[src/rtl/mul_seq_ctrl.sv]
// mul_seq_ctrl -- sequential shift-and-add unsigned multiplier with a
// three-state control FSM (IDLE -> RUN -> DONE).
//
// One multiply takes N RUN cycles. The result is held in DONE until the
// consumer acknowledges it. Abort cancels RUN or DONE and clears the result.
//
// Ports:
//   clk       in   1      rising-edge clock
//   reset     in   1      asynchronous active-low reset
//   start     in   1      begin a multiply (accepted only in IDLE)
//   q_in      in   N      multiplier operand
//   m_in      in   N      multiplicand operand
//   done_ack  in   1      consumer acknowledge of a completed result
//   abort     in   1      cancel the current operation
//   ready     out  1      state is IDLE
//   busy      out  1      state is RUN
//   done      out  1      state is DONE
//   prod      out  2N     result register
//   step_cnt  out  clog2(N)+1  RUN steps completed in the current operation
module mul_seq_ctrl #(
   parameter int N = 8
) (
   input  logic                 clk,
   input  logic                 reset,
   input  logic                 start,
   input  logic [N-1:0]         q_in,
   input  logic [N-1:0]         m_in,
   input  logic                 done_ack,
   input  logic                 abort,
   output logic                 ready,
   output logic                 busy,
   output logic                 done,
   output logic [2*N-1:0]       prod,
   output logic [$clog2(N):0]   step_cnt
);

   localparam int CW = $clog2(N) + 1;

   typedef enum logic [1:0] {
      IDLE = 2'd0,
      RUN  = 2'd1,
      DONE = 2'd2
   } state_t;

   state_t           state_r;
   state_t           state_nxt_s;
   logic [2*N-1:0]   p_r;
   logic [N-1:0]     m_r;
   logic [N:0]       sum_s;
   logic [2*N-1:0]   p_nxt_s;
   logic             last_step_s;
   logic             accept_s;

   // Start is honoured only from IDLE and only when abort is low.
   assign accept_s    = (state_r == IDLE) && start && !abort;
   // The step being performed now is the Nth one.
   assign last_step_s = (step_cnt == CW'(N - 1));

   // One shift-and-add step: add M into the upper half when the LSB is set,
   // keep the carry as the new MSB, and shift the lower half right.
   always_comb begin
      sum_s   = {1'b0, p_r[2*N-1:N]} + (p_r[0] ? {1'b0, m_r} : {(N+1){1'b0}});
      p_nxt_s = {sum_s, p_r[N-1:1]};
   end

   // State register.
   always_ff @(posedge clk or negedge reset) begin
      if (!reset) begin
         state_r <= IDLE;
      end else begin
         state_r <= state_nxt_s;
      end
   end

   // Next-state logic; abort has priority over done_ack and start.
   always_comb begin
      state_nxt_s = state_r;
      case (state_r)
         IDLE: begin
            if (accept_s) begin
               state_nxt_s = RUN;
            end else begin
               state_nxt_s = IDLE;
            end
         end
         RUN: begin
            if (abort) begin
               state_nxt_s = IDLE;
            end else if (last_step_s) begin
               state_nxt_s = DONE;
            end else begin
               state_nxt_s = RUN;
            end
         end
         DONE: begin
            if (abort || done_ack) begin
               state_nxt_s = IDLE;
            end else begin
               state_nxt_s = DONE;
            end
         end
         default: state_nxt_s = IDLE;
      endcase
   end

   // Datapath: operand capture, iteration, result write and abort clearing.
   always_ff @(posedge clk or negedge reset) begin
      if (!reset) begin
         p_r      <= {(2*N){1'b0}};
         m_r      <= {N{1'b0}};
         prod     <= {(2*N){1'b0}};
         step_cnt <= {CW{1'b0}};
      end else begin
         case (state_r)
            IDLE: begin
               if (accept_s) begin
                  m_r      <= m_in;
                  p_r      <= {{N{1'b0}}, q_in};
                  step_cnt <= {CW{1'b0}};
               end
            end
            RUN: begin
               if (abort) begin
                  p_r      <= {(2*N){1'b0}};
                  m_r      <= {N{1'b0}};
                  prod     <= {(2*N){1'b0}};
                  step_cnt <= {CW{1'b0}};
               end else begin
                  p_r      <= p_nxt_s;
                  step_cnt <= step_cnt + CW'(1);
                  // The result register is written on the same edge that enters DONE.
                  if (last_step_s) begin
                     prod <= p_nxt_s;
                  end
               end
            end
            DONE: begin
               if (abort) begin
                  p_r      <= {(2*N){1'b0}};
                  m_r      <= {N{1'b0}};
                  prod     <= {(2*N){1'b0}};
                  step_cnt <= {CW{1'b0}};
               end
            end
            default: begin
               p_r      <= {(2*N){1'b0}};
               m_r      <= {N{1'b0}};
               prod     <= {(2*N){1'b0}};
               step_cnt <= {CW{1'b0}};
            end
         endcase
      end
   end

   // Status flags decoded straight from the state register.
   assign ready = (state_r == IDLE);
   assign busy  = (state_r == RUN);
   assign done  = (state_r == DONE);

endmodule

[config.mk]
export PLATFORM = sky130hd
export DESIGN_NAME = mul_seq_ctrl
export DESIGN_NICKNAME = d
export VERILOG_FILES = /design/src/rtl/mul_seq_ctrl.sv
export SDC_FILE = /design/constraint.sdc
export NUM_CORES = 1
export LEC_CHECK = 0
export CAP_MARGIN = 15
export CORE_UTILIZATION = 25
export CTS_BUF_LIST = sky130_fd_sc_hd__clkbuf_4 sky130_fd_sc_hd__clkbuf_8
export DETAILED_ROUTE_END_ITERATION = 8
export MAX_ROUTING_LAYER = met4
export PLACE_DENSITY_LB_ADDON = 0.12
export SLEW_MARGIN = 20
export SYNTH_ARGS = -nofsm -noshare
export SYNTH_HDL_FRONTEND = slang
export SYNTH_SLANG_ARGS = --single-unit
[constraint.sdc]
create_clock -name clk -period 1.86 [get_ports clk]
set_input_delay 0.279 -clock clk [delete_from_list [all_inputs] [get_ports clk]]
set_output_delay 0.279 -clock clk [all_outputs]
set_load 0.01 [all_outputs]
==> run_results.csv <==
group,metric,value,unit
detailed_routing,drt-vias-per-instance,4.62,
grt,grt_pass1_vias,2138,
synth,synth-edff-count,0,
grt,grt_first_pass_wirelength,10.2,mm
timing,relSlewSlack,65.9,%
synth,syn_area_per_cell,9.24,sq um
place,placed_cell_area,3140,sq um
detailed_routing,ant_nets,0,
floorplan,die_y,97.9,um
timing,worstMarginPinSlew,0.511,ns
worst_hold_path,hp-class,"input port to async pin",
cts,htreeDepth,2,
job,drv_cap,0,
synth,synth_area_leader_cell,"dfrtp_1",
detailed_routing,drt_wl_total,5.89,mm
critical_path,required,2.03,ns
synth,synth_xor_xnor_area_share,1.14,%
floorplan,start_util,26.1,%
detailed_routing,drt_iter0_drc,51,
grt,track_usage,13.8,%
pwr,ir_drop,0.000278,V
detailed_routing,drc_errors,3,
layout,areaGrowthSynthToFinish,47.3,%
synth,yosys_warnings,0,
timing,grt_setup_unrepaired,"yes",
layout,antenna_cells,0,
critical_path,end_kind,"flop",
critical_path,r2r_end,"prod[13]",
synth,yosysMostFrequentCell,"nand2_1",
pwr,p_leak,1.56,nW
detailed_routing,drt_pass1_iterations,6,
cts,clockBufferDepth,2,
timing,setup_slack,-0.138,ns
synth,post_synth_num_cell_types,35,
synth,yosysSeqAreaShare,50.0,%
cts,clock-sinks,46,
floorplan,io_pins,44,
timing,skew,0.00732,ns
floorplan,die_width,97.9,um
critical_path,arrival,2.17,ns
run_status,outcome,"complete, but fails checks",
cts,numCtsBuffers,5,
floorplan,die-area,9590,sq um
detailed_routing,vias,2026,
timing,finalSetupTns,-0.561,ns
synth,yosys_register_bits,46,
synth,synthAdderAreaFrac,7.94,%
grt,grt_antenna_before_repair,0,
place,dp_hpwl,4.45,mm
critical_path,rrSetupSlack,-0.14,ns
timing,slew_violations,0,
synth,syn_inst,249,
place,place_congestion,0.779,
detailed_routing,wl_per_cell,13.4,um
place,port_buffers,43,
synth,synthesis.area,2300,sq um
run_status,violations,"DRC, setup timing",
synth,synthSimpleGateAreaFrac,19.6,%
synth,synth_top_family_by_area,"simple AND/OR/NAND/NOR gates",
critical_path,r2r_start,"p_r[0]",
floorplan,core,8810,sq um
cts,cts.reportedPaths.clkPinSlew,0.09,ns
synth,syn_nets,284,
synth,synth_ff_type,"dfrtp_1",
grt,grt_max_degree,37,
timing,period_share,107,%
layout,drive_above_1_share,22.1,%
floorplan,num_rows,34,
critical_path,critPathKind,"flop to flop",
synth,synth_compound_area_share,17.1,%
layout,final_area,3390,sq um
timing,hold_violations,0,
cts,cts_root_buf,"clkbuf_8",
cts,clk_latency,0.31,ns
timing,fin_crit,2.00,ns
layout,final_nets,365,
synth,synthMuxAreaShare,1.31,%
synth,synth_top_area_share,50.0,%
pwr,p_per_area,772,nW/um^2
timing,fmax,500,MHz
timing,finalSetupViolations,7,
cts,cts_tree,"yes",
synth,synthTopCellsByCount,"63 x nand2_1, 46 x dfrtp_1, 19 x o21ai_0",
synth,synth_area_leaders,"dfrtp_1 50%, nand2_1 10%, ha_1 7.1%",
critical_path,crit_fanout,6,
critical_path,start_kind,"flop",
synth,synthArstFlopShare,100,%
critical_path,reg2reg_depth,7,
grt,grt-ovfl-total,0,
## worst max-delay path by stage
stage	start	to	cells after the start
floorplan	p_r[0]	p_r[13]	7
global placement	p_r[0]	p_r[13]	7
detailed placement	p_r[0]	p_r[13]	7
CTS	p_r[0]	prod[14]	7
global route	p_r[0]	prod[13]	7
finish	p_r[0]	prod[13]	7
## through the flow
step,instances,utilization [%],power (W),hold WS (ns),setup slack [ns]
2_1_floorplan,249,-,0.00156,-0.0166,-0.0528
3_3_place_gp,424,35.7,0.00194,0.185,-0.175
3_5_place_dp,424,35.7,0.00194,0.188,-0.214
4_1_cts,435,37.9,0.00265,0.386,-0.166
5_1_grt,439,38.5,0.00281,0.390,-0.244
6_report,439,38.5,0.00262,0.383,-0.138
## repair_timing
action / in CTS / in global routing
endpoints found under the setup margin: 12 / 24
gates resized for setup: 18 / 10
hold buffers: 1 / 0
pin swaps: 6 / 6
setup buffers: 2 / 4
endpoints found under the hold margin: 10 / 0
## worst max-delay path: stages (launching register included)
cell and delay, ns:
dfrtp_2 0.44, and2_4 0.15, ha_4 0.16, fa_2 0.33, a21o_1 0.20, a221oi_2 0.28, xor2_1 0.22, o31ai_1 0.09
## routing by layer
| metal | up-vias | track usage (%) | routed length (um) |
|---|---|---|---|
| li1 | 1025 | - | - |
| met1 | 964 | 17.0 | 2760 |
| met2 | 30 | 23.6 | 2910 |
| met3 | 7 | 2.15 | 172 |
| met4 | 0 | 3.50 | 40 |
| met5 | - | - | 0 |
## sequential cells by signal (all words and copies together) (netlist names)
name,cells
state_r,2
prod,16
p_r,16
m_r,8
step_cnt,4
## layout make-up
| cell class | instances | area (sq um) |
|---|---|---|
| tap | 108 | 135 |
| fill | 909 | 5420 |
| inverter | 4 | 15.0 |
| clock buffer | 5 | 68.8 |
| multi-input combinational | 187 | 1200 |
| sequential | 46 | 1150 |
| clock inverter | 3 | 25.0 |
| timing repair buffer | 86 | 793 |
## where the power goes
group	internal (W)	total (W)	switching, W
Clock	0.000272	0.000648	0.000376
Combinational	0.000399	0.000771	0.000372
Sequential	0.00112	0.00120	0.0000747
Total	0.00179	0.00262	0.000823
## logic make-up (layout without fill, tap and decap cells)
family                   count (synthesis)  in the layout
multiplexers                             3              3
AND/OR/NAND/NOR                        103            103
buffers and inverters                   16             98
XOR/XNOR                                 3              3
adder cells (fa/ha/maj)                 14             14
flip-flops                              46             46
AO/OA/AOI/OAI                           64             64
## cell usage in the layout, fill, tap and decap left out, drive strengths merged, types with 2 or more instances in the layout
master,n
nand2,63
dfrtp,46
buf,43
clkdlybuf4s50,39
o21ai,26
ha,13
nor2,12
a31oi,10
and2,10
a21oi,7
o31ai,6
nand3,5
clkbuf,5
inv,5
a21o,4
mux2i,3
nor2b,3
nor3,3
nand3b,2
nand2b,2
xor2,2
o21a,2
dlygate4sd2,2
o41ai,2
Power figures use the tool's default switching activity.
